$ cat src/rtl/ex_ctrl_if.sv
// Execute-stage control bus between the core datapath and ex_ctrl_pipe.
// master: the datapath. It drives the s2 instruction context and consumes the
//         decode, forwarding, stall and flush controls.
// slave : ex_ctrl_pipe.
// Signals:
//   instr_s2, valid_s2, branch_taken, alu_result, pc_s2   datapath -> control
//   alu_sel, brun, mem_wmask, csr_we, imem_ena,
//   fwd_sel_a, fwd_sel_b, stall, flush                    control -> datapath
interface ex_ctrl_if #(
    parameter int XLEN = 32
) ();
    logic [31:0]       instr_s2;
    logic              valid_s2;
    logic              branch_taken;
    logic [XLEN-1:0]   alu_result;
    logic [XLEN-1:0]   pc_s2;
    logic [3:0]        alu_sel;
    logic              brun;
    logic [XLEN/8-1:0] mem_wmask;
    logic              csr_we;
    logic              imem_ena;
    logic [1:0]        fwd_sel_a;
    logic [1:0]        fwd_sel_b;
    logic              stall;
    logic              flush;

    modport master (
        output instr_s2, valid_s2, branch_taken, alu_result, pc_s2,
        input  alu_sel, brun, mem_wmask, csr_we, imem_ena,
               fwd_sel_a, fwd_sel_b, stall, flush
    );

    modport slave (
        input  instr_s2, valid_s2, branch_taken, alu_result, pc_s2,
        output alu_sel, brun, mem_wmask, csr_we, imem_ena,
               fwd_sel_a, fwd_sel_b, stall, flush
    );
endinterface

$ cat src/rtl/ex_ctrl_pipe.sv
// Execute-stage control unit for the 3-stage RISC-V core.
// Decodes the s2 instruction into ALU/branch/store-mask/CSR controls and keeps
// compact s3 and writeback shadows (opcode, rd, valid). From those shadows it
// derives operand-forwarding selects, a counted load-use stall and the
// control-flow flush.
// Ports:
//   clk    core clock
//   rst_n  asynchronous active-low reset
//   bus    ex_ctrl_if.slave (s2 context in, control outputs out)
module ex_ctrl_pipe #(
    parameter int         XLEN         = 32,
    parameter int         STALL_CYCLES = 1,
    parameter bit         CSR_EN       = 1'b1,
    parameter logic [2:0] IMEM_WIN     = 3'b001
) (
    input  logic      clk,
    input  logic      rst_n,
    ex_ctrl_if.slave  bus
);
    localparam int MW = XLEN / 8;
    localparam int AW = (XLEN == 64) ? 3 : 2;
    localparam logic [1:0] STALL_INIT = 2'(STALL_CYCLES - 1);

    localparam logic [6:0] OPC_RTYPE  = 7'b0110011;
    localparam logic [6:0] OPC_ITYPE  = 7'b0010011;
    localparam logic [6:0] OPC_LUI    = 7'b0110111;
    localparam logic [6:0] OPC_AUIPC  = 7'b0010111;
    localparam logic [6:0] OPC_JAL    = 7'b1101111;
    localparam logic [6:0] OPC_JALR   = 7'b1100111;
    localparam logic [6:0] OPC_LOAD   = 7'b0000011;
    localparam logic [6:0] OPC_STORE  = 7'b0100011;
    localparam logic [6:0] OPC_BRANCH = 7'b1100011;
    localparam logic [6:0] OPC_CSR    = 7'b1110011;

    // A bubble is NOP (addi x0,x0,0): only opcode and rd are kept in the shadows.
    localparam logic [6:0] NOP_OPC = OPC_ITYPE;

    // Instruction that writes a nonzero rd. With CSR_EN=0 a CSR op is a NOP.
    function automatic logic is_writer(input logic [6:0] opc, input logic [4:0] rd,
                                       input logic vld);
        logic w;
        case (opc)
            OPC_RTYPE, OPC_ITYPE, OPC_LUI, OPC_AUIPC,
            OPC_JAL, OPC_JALR, OPC_LOAD: w = 1'b1;
            OPC_CSR:                     w = CSR_EN;
            default:                     w = 1'b0;
        endcase
        return w & vld & (rd != 5'd0);
    endfunction

    // CSRRWI carries an immediate in the rs1 field, so it is not an rs1 reader.
    function automatic logic reads_rs1(input logic [6:0] opc, input logic [2:0] f3);
        logic r;
        case (opc)
            OPC_LUI, OPC_AUIPC, OPC_JAL: r = 1'b0;
            OPC_CSR:                     r = CSR_EN & (f3 != 3'b101);
            default:                     r = 1'b1;
        endcase
        return r;
    endfunction

    function automatic logic reads_rs2(input logic [6:0] opc);
        logic r;
        case (opc)
            OPC_RTYPE, OPC_STORE, OPC_BRANCH: r = 1'b1;
            default:                          r = 1'b0;
        endcase
        return r;
    endfunction

    // s3 beats wb; loads in s3 are excluded by the caller (data not ready yet).
    function automatic logic [1:0] pick_fwd(input logic [4:0] rs, input logic use_rs,
                                            input logic s3_fw, input logic [4:0] s3_rd,
                                            input logic s3_link, input logic wb_w,
                                            input logic [4:0] wb_rd);
        logic [1:0] sel;
        if (!use_rs) begin
            sel = 2'b00;
        end else if (s3_fw && (s3_rd == rs)) begin
            sel = s3_link ? 2'b11 : 2'b01;
        end else if (wb_w && (wb_rd == rs)) begin
            sel = 2'b10;
        end else begin
            sel = 2'b00;
        end
        return sel;
    endfunction

    // s2 instruction fields
    logic [6:0]    opc_s;
    logic [4:0]    rd_s;
    logic [4:0]    rs1_s;
    logic [4:0]    rs2_s;
    logic [2:0]    f3_s;
    logic [AW-1:0] addr_lo_s;

    assign opc_s     = bus.instr_s2[6:0];
    assign rd_s      = bus.instr_s2[11:7];
    assign f3_s      = bus.instr_s2[14:12];
    assign rs1_s     = bus.instr_s2[19:15];
    assign rs2_s     = bus.instr_s2[24:20];
    assign addr_lo_s = bus.alu_result[AW-1:0];

    // Shadow registers and stall counter
    logic [6:0] s3_opc_q, s3_opc_d, wb_opc_q;
    logic [4:0] s3_rd_q, s3_rd_d, wb_rd_q;
    logic       s3_valid_q, s3_valid_d, wb_valid_q;
    logic [1:0] cnt_q, cnt_d;

    logic [3:0]    alu_sel_s;
    logic [MW-1:0] wmask_s;
    logic          s3_wr_s, s3_load_s, s3_link_s, wb_wr_s;
    logic          use1_s, use2_s, load_use_s, stall_s, flush_s, issue_s;
    logic          csr_we_s, imem_ena_s, brun_s;
    logic [1:0]    fwd_a_s, fwd_b_s;

    // ALU operation decode from opcode/func3 (bit30 picks sub/sra)
    always_comb begin
        alu_sel_s = 4'd0;
        if (bus.valid_s2) begin
            case (opc_s)
                OPC_RTYPE, OPC_ITYPE: begin
                    case (f3_s)
                        // addi has immediate bits at [30], so only R-type can subtract
                        3'd0:    alu_sel_s = ((opc_s == OPC_RTYPE) && bus.instr_s2[30]) ? 4'd12 : 4'd0;
                        3'd1:    alu_sel_s = 4'd1;
                        3'd2:    alu_sel_s = 4'd2;
                        3'd3:    alu_sel_s = 4'd11;
                        3'd4:    alu_sel_s = 4'd4;
                        3'd5:    alu_sel_s = bus.instr_s2[30] ? 4'd13 : 4'd5;
                        3'd6:    alu_sel_s = 4'd6;
                        3'd7:    alu_sel_s = 4'd7;
                        default: alu_sel_s = 4'd0;
                    endcase
                end
                OPC_LUI: alu_sel_s = 4'd15;
                OPC_CSR: begin
                    if (!CSR_EN) begin
                        alu_sel_s = 4'd0;
                    end else if (f3_s == 3'b001) begin
                        alu_sel_s = 4'd8;
                    end else if (f3_s == 3'b101) begin
                        alu_sel_s = 4'd15;
                    end else begin
                        alu_sel_s = 4'd0;
                    end
                end
                default: alu_sel_s = 4'd0;
            endcase
        end else begin
            alu_sel_s = 4'd0;
        end
    end

    // Store byte enables; misaligned halves/words/doublewords write nothing
    always_comb begin
        wmask_s = '0;
        if (bus.valid_s2 && (opc_s == OPC_STORE)) begin
            case (f3_s)
                3'd0:    wmask_s = MW'(1'b1) << addr_lo_s;
                3'd1:    wmask_s = addr_lo_s[0] ? '0 : (MW'(2'b11) << addr_lo_s);
                3'd2:    wmask_s = (addr_lo_s[1:0] != 2'b00) ? '0 : (MW'(4'hF) << addr_lo_s);
                3'd3:    wmask_s = ((XLEN == 64) && (addr_lo_s == '0)) ? '1 : '0;
                default: wmask_s = '0;
            endcase
        end else begin
            wmask_s = '0;
        end
    end

    assign brun_s     = bus.valid_s2 & bus.instr_s2[13];
    assign csr_we_s   = bus.valid_s2 & CSR_EN & (opc_s == OPC_CSR);
    assign imem_ena_s = bus.valid_s2 & (opc_s == OPC_STORE) &
                        (bus.alu_result[31:29] == IMEM_WIN) & bus.pc_s2[30];

    // Hazard view of the shadows
    assign s3_wr_s   = is_writer(s3_opc_q, s3_rd_q, s3_valid_q);
    assign s3_load_s = (s3_opc_q == OPC_LOAD);
    assign s3_link_s = (s3_opc_q == OPC_JAL) | (s3_opc_q == OPC_JALR);
    assign wb_wr_s   = is_writer(wb_opc_q, wb_rd_q, wb_valid_q);
    assign use1_s    = bus.valid_s2 & reads_rs1(opc_s, f3_s);
    assign use2_s    = bus.valid_s2 & reads_rs2(opc_s);

    // A new load-use stall is only recognised once the previous count has run out
    assign load_use_s = (cnt_q == 2'd0) & s3_wr_s & s3_load_s &
                        ((use1_s & (s3_rd_q == rs1_s)) | (use2_s & (s3_rd_q == rs2_s)));
    assign stall_s    = load_use_s | (cnt_q != 2'd0);
    assign flush_s    = bus.valid_s2 & ~stall_s &
                        ((opc_s == OPC_JAL) | (opc_s == OPC_JALR) |
                         ((opc_s == OPC_BRANCH) & bus.branch_taken));

    assign fwd_a_s = pick_fwd(rs1_s, use1_s, s3_wr_s & ~s3_load_s, s3_rd_q, s3_link_s, wb_wr_s, wb_rd_q);
    assign fwd_b_s = pick_fwd(rs2_s, use2_s, s3_wr_s & ~s3_load_s, s3_rd_q, s3_link_s, wb_wr_s, wb_rd_q);

    // s3 takes the s2 instruction unless it is a bubble or is being held back
    assign issue_s    = bus.valid_s2 & ~stall_s;
    assign s3_opc_d   = issue_s ? opc_s : NOP_OPC;
    assign s3_rd_d    = issue_s ? rd_s : 5'd0;
    assign s3_valid_d = issue_s;

    // Stall counter next state: load on trigger, then count down to zero
    always_comb begin
        cnt_d = cnt_q;
        if (load_use_s) begin
            cnt_d = STALL_INIT;
        end else if (cnt_q != 2'd0) begin
            cnt_d = cnt_q - 2'd1;
        end else begin
            cnt_d = cnt_q;
        end
    end

    // Shadow pipeline and stall counter state
    always_ff @(posedge clk or negedge rst_n) begin
        if (!rst_n) begin
            s3_opc_q   <= NOP_OPC;
            s3_rd_q    <= 5'd0;
            s3_valid_q <= 1'b0;
            wb_opc_q   <= NOP_OPC;
            wb_rd_q    <= 5'd0;
            wb_valid_q <= 1'b0;
            cnt_q      <= 2'd0;
        end else begin
            s3_opc_q   <= s3_opc_d;
            s3_rd_q    <= s3_rd_d;
            s3_valid_q <= s3_valid_d;
            wb_opc_q   <= s3_opc_q;
            wb_rd_q    <= s3_rd_q;
            wb_valid_q <= s3_valid_q;
            cnt_q      <= cnt_d;
        end
    end

    // Outputs are forced quiet while reset is held, independent of instr_s2
    assign bus.alu_sel   = rst_n ? alu_sel_s : 4'd0;
    assign bus.brun      = rst_n & brun_s;
    assign bus.mem_wmask = rst_n ? wmask_s : '0;
    assign bus.csr_we    = rst_n & csr_we_s;
    assign bus.imem_ena  = rst_n & imem_ena_s;
    assign bus.fwd_sel_a = rst_n ? fwd_a_s : 2'b00;
    assign bus.fwd_sel_b = rst_n ? fwd_b_s : 2'b00;
    assign bus.stall     = rst_n & stall_s;
    assign bus.flush     = rst_n & flush_s;
endmodule

$ cat src/flat_wrapper.sv
// flat-port wrapper written by rule: the top's interface ports become plain ports
module ex_ctrl_pipe_flat 
#(
    parameter int         XLEN         = 32,
    parameter int         STALL_CYCLES = 1,
    parameter bit         CSR_EN       = 1'b1,
    parameter logic [2:0] IMEM_WIN     = 3'b001
)
  (clk, rst_n, bus_instr_s2, bus_valid_s2, bus_branch_taken, bus_alu_result, bus_pc_s2, bus_alu_sel, bus_brun, bus_mem_wmask, bus_csr_we, bus_imem_ena, bus_fwd_sel_a, bus_fwd_sel_b, bus_stall, bus_flush);
  ex_ctrl_if #(.XLEN(XLEN)) bus_i ();
  input  logic clk;
  input  logic rst_n;
  input wire logic [$bits(bus_i.instr_s2)-1:0] bus_instr_s2;
  input wire logic [$bits(bus_i.valid_s2)-1:0] bus_valid_s2;
  input wire logic [$bits(bus_i.branch_taken)-1:0] bus_branch_taken;
  input wire logic [$bits(bus_i.alu_result)-1:0] bus_alu_result;
  input wire logic [$bits(bus_i.pc_s2)-1:0] bus_pc_s2;
  output wire logic [$bits(bus_i.alu_sel)-1:0] bus_alu_sel;
  output wire logic [$bits(bus_i.brun)-1:0] bus_brun;
  output wire logic [$bits(bus_i.mem_wmask)-1:0] bus_mem_wmask;
  output wire logic [$bits(bus_i.csr_we)-1:0] bus_csr_we;
  output wire logic [$bits(bus_i.imem_ena)-1:0] bus_imem_ena;
  output wire logic [$bits(bus_i.fwd_sel_a)-1:0] bus_fwd_sel_a;
  output wire logic [$bits(bus_i.fwd_sel_b)-1:0] bus_fwd_sel_b;
  output wire logic [$bits(bus_i.stall)-1:0] bus_stall;
  output wire logic [$bits(bus_i.flush)-1:0] bus_flush;
  assign bus_i.instr_s2 = bus_instr_s2;
  assign bus_i.valid_s2 = bus_valid_s2;
  assign bus_i.branch_taken = bus_branch_taken;
  assign bus_i.alu_result = bus_alu_result;
  assign bus_i.pc_s2 = bus_pc_s2;
  assign bus_alu_sel = bus_i.alu_sel;
  assign bus_brun = bus_i.brun;
  assign bus_mem_wmask = bus_i.mem_wmask;
  assign bus_csr_we = bus_i.csr_we;
  assign bus_imem_ena = bus_i.imem_ena;
  assign bus_fwd_sel_a = bus_i.fwd_sel_a;
  assign bus_fwd_sel_b = bus_i.fwd_sel_b;
  assign bus_stall = bus_i.stall;
  assign bus_flush = bus_i.flush;
  ex_ctrl_pipe #(.XLEN(XLEN), .STALL_CYCLES(STALL_CYCLES), .CSR_EN(CSR_EN), .IMEM_WIN(IMEM_WIN)) u_core (.clk(clk), .rst_n(rst_n), .bus(bus_i));
endmodule
$ cat config.mk
export PLATFORM = sky130hd
export DESIGN_NAME = ex_ctrl_pipe_flat
export DESIGN_NICKNAME = d
export VERILOG_FILES = /design/src/rtl/ex_ctrl_if.sv /design/src/rtl/ex_ctrl_pipe.sv /design/src/flat_wrapper.sv
export SDC_FILE = /design/constraint.sdc
export NUM_CORES = 1
export LEC_CHECK = 0
export CAP_MARGIN = 0
export CORE_UTILIZATION = 33
export CTS_BUF_LIST = sky130_fd_sc_hd__clkbuf_2
export DETAILED_ROUTE_END_ITERATION = 16
export MAX_ROUTING_LAYER = met4
export PLACE_DENSITY = 0.8
export SLEW_MARGIN = 20
export SYNTH_ARGS = -nofsm -noshare
export SYNTH_HDL_FRONTEND = slang
export SYNTH_SLANG_ARGS = --single-unit
$ cat constraint.sdc
create_clock -name clk -period 2.3 [get_ports clk]
set_clock_uncertainty 0.15 [all_clocks]
set_input_delay 0.46 -clock clk [delete_from_list [all_inputs] [get_ports clk]]
set_output_delay 0.46 -clock clk [all_outputs]
set_load 0.05 [all_outputs]
==> qor.txt <==
Cell variety after synth - 45
vias in the first global route - 1912
Setup TNS - -4.84 ns
Synth top cells by count - dfrtp_1 (22), nand2_1 (16), nor2_1 (13), xor2_1 (11), xnor2_1 (10)
fin crit share - 1.31
final setup fails - 14
Die Height - 73.0 um
Net Sw Power - 0.316 mW
largest net degree at the start of global routing - 28
overall routing resource usage - 0.224
final instance area - 3410 um^2
Clock Latency Late Sink - 0.35 ns
CTS tree - built
max_cap viols - 0
post-synthesis sequential element count - 28
cell with the most instances after synthesis - dfrtp_1
Sw Ratio - 0.272
Net Count, Synth - 277
initial drt markers - 49
post-route worst setup slack - -0.719 ns
DPL Wire Length - 4070 um
routability cong. - 0.861
failing checks - setup timing
Hold Buf Count CTS - 0
worst slew pin tran - 0.342 ns
reg2reg start - u_core.s3_rd_q[1]
area post-placement - 2970 um^2
clock root buffer - clkbuf_2
multi-input logic area - 1330 um^2
Worst setup EP type - primary output
Routed WL - 6000 um
H-tree Lvls - 1
CTS clk-pin slew, worst paths - 0.25 ns
Gate power share - 0.285
Hold Crit Depth - 2
Startpoint Class - register
Routed wire per std cell - 16.7 um
via-per-instance ratio - 5.05
Hold Crit Endpoint - u_core.s3_opc_q[1]
fin crit period - 3.02 ns
via count - 1819
First-pass DRT Iterations - 4
Reg area - 709 um^2
die outline area - 5320 um^2
syn_area_per_cell - 9.44 um^2
Clock Tree Buf Depth - 2
post-layout net count - 395
synthesized area - 1660 um^2
TritonCTS buffer count - 3
fmax - 0.331 GHz
Slew Limit Headroom - 0.772
Chip Width - 73.0 um
total core area - 4790 um^2
Top Ports - 117
Ant. Diodes - 0
Peak VDD IR - 0.221 mV
Yosys top cell by area - dfrtp_1
global-route wire length before repair - 8710 um
effective utilization at floorplan - 0.347
RSZ-0062 raised after global routing - true
reg2reg end - u_core.s3_opc_q[6]
sequential share of the synthesized area - 0.426
FF-to-FF setup slack - 0.08 ns
status - finished with violations
number of synthesized flops with an enable pin - 0
area fraction of the dominant cell type after synthesis - 0.331
Total Power - 1.16 mW
CTS sink cnt - 28
Setup CP Type - register to primary output
Worst Hold Class - input port to register
sequential power share - 0.464
top_reg_cell synth - dfrtp_1
drt drc - 0
clock power share - 0.251
ANT nets after route - 0
number of antenna violations at the first check in global routing - 0
worst path arrival time - 2.41 ns
Worst Path Max Fanout - 2
WP data required - 1.69 ns
proportion of layout cells with a drive suffix above 1 - 0.526
leakage power total - 1.38 nW
pwr dens - 341 nW/um^2
Synth area leaders - dfrtp_1 (33%), dfstp_2 (9.5%), xor2_1 (5.8%)
Syn. warnings - 0
post-synthesis instance total - 176
Filler cells - 304
# placed instances - 346
Final Non-Filler Cells - 360
endpoints failing hold - 0
synth-to-layout area growth - 105%
Pint - 0.846 mW
fin. max-slew vios - 0
Util after Layout - 0.712
total grt overflow - 0
worst hold start - bus_instr_s2[1]
IO Port Bufs - 52
FF-to-FF path depth - 10
placement row count - 25
share of synthesized registers carrying an async set or reset - 1.00
-- critical path: stages (launching register included) --
cell     delay (ns)
dfstp_2        0.58
or3b_1         0.34
o311a_1        0.11
or4_4          0.46
nor4_4         0.17
mux2i_2        0.13
nor2_4         0.12
buf_12         0.14
-- worst max-delay path by stage --
| stage | startpoint | to | slack, ns |
|---|---|---|---|
| 5_1_grt | u_core.wb_opc_q[4] | bus_fwd_sel_a[1] | -0.84 |
| 2_1_floorplan | u_core.wb_opc_q[4] | bus_fwd_sel_a[1] | -0.35 |
| 4_1_cts | u_core.wb_opc_q[4] | bus_fwd_sel_b[1] | -0.82 |
| 6_report | u_core.wb_opc_q[4] | bus_fwd_sel_a[1] | -0.72 |
| 3_3_place_gp | bus_instr_s2[0] | bus_mem_wmask[0] | -0.69 |
| 3_5_place_dp | bus_instr_s2[1] | bus_mem_wmask[0] | -0.72 |
-- metal layers --
layer / GRT usage / up-vias / routed length, um
met5: - / - / 0
met4: 0.0697 / 0 / 180
met3: 0.0276 / 14 / 259
met2: 0.415 / 68 / 3250
met1: 0.251 / 878 / 2310
li1: - / 859 / -
-- sequential cells by signal, indices dropped and copies added, names as in the netlist --
register,cells
u_core.s3_opc_q,7
u_core.wb_opc_q,7
u_core.s3_rd_q,5
u_core.wb_rd_q,5
u_core.cnt_q,2
u_core.s3_valid_q,1
u_core.wb_valid_q,1
-- layout by cell type (no fill, tap or decap), drive strengths merged, types with 2 or more instances in the layout --
master / instances
nand4bb: 3
nand2b: 3
clkbuf: 6
nor4b: 2
buf: 87
nor2: 13
nor2b: 4
clkdlybuf4s50: 22
dlygate4sd2: 4
dfrtp: 22
nor4: 6
xnor2: 10
dfstp: 6
or4: 4
nor3: 4
mux2i: 2
and3: 2
nor3b: 2
nand2: 16
and2: 9
a31o: 3
nand3: 9
a21oi: 10
o21ai: 6
or3b: 2
xor2: 11
inv: 6
a31oi: 3
-- power groups by stage --
stage | clock network (mW) | logic, mW | registers (mW)
finish | 0.292 | 0.331 | 0.540
global route | 0.318 | 0.353 | 0.542
CTS | 0.288 | 0.317 | 0.538
detailed placement | 0 | 0.276 | 0.545
global placement | 0 | 0.269 | 0.543
floorplan | 0 | 0.102 | 0.544
-- per-stage QoR --
stage | setup slack, ns | hold slack, ns
2_1_floorplan | -0.353 | 0.0144
3_3_place_gp | -0.689 | 0.206
3_5_place_dp | -0.717 | 0.211
4_1_cts | -0.823 | 0.172
5_1_grt | -0.843 | 0.136
6_report | -0.719 | 0.180
-- final cells by class --
cell class | instances | area share
Clock inverter | 1 | 0.00881
Tap cell | 67 | 0.0246
Inverter | 6 | 0.00661
Multi-Input combinational cell | 138 | 0.389
Timing Repair Buffer | 117 | 0.359
Clock buffer | 3 | 0.00441
Sequential cell | 28 | 0.208
-- cells by family (layout without fill, tap and decap cells) --
kind of cell | after synthesis | after routing | share of synthesized area
buf+inv | 10 | 127 | 0.0233
mux | 2 | 2 | 0.0120
fa+ha+maj | 1 | 1 | 0.00753
xor+xnor | 21 | 21 | 0.111
flops | 28 | 28 | 0.426
compound gates | 29 | 29 | 0.115
simple gates | 85 | 85 | 0.305
-- what timing repair did --
item / in CTS / in global routing
resized for setup: 90 / 18
setup buffers: 10 / 3
endpoints found under the setup margin: 16 / 15
pin swaps: 29 / 16
Note: power is estimated with default switching activity, not from simulation.
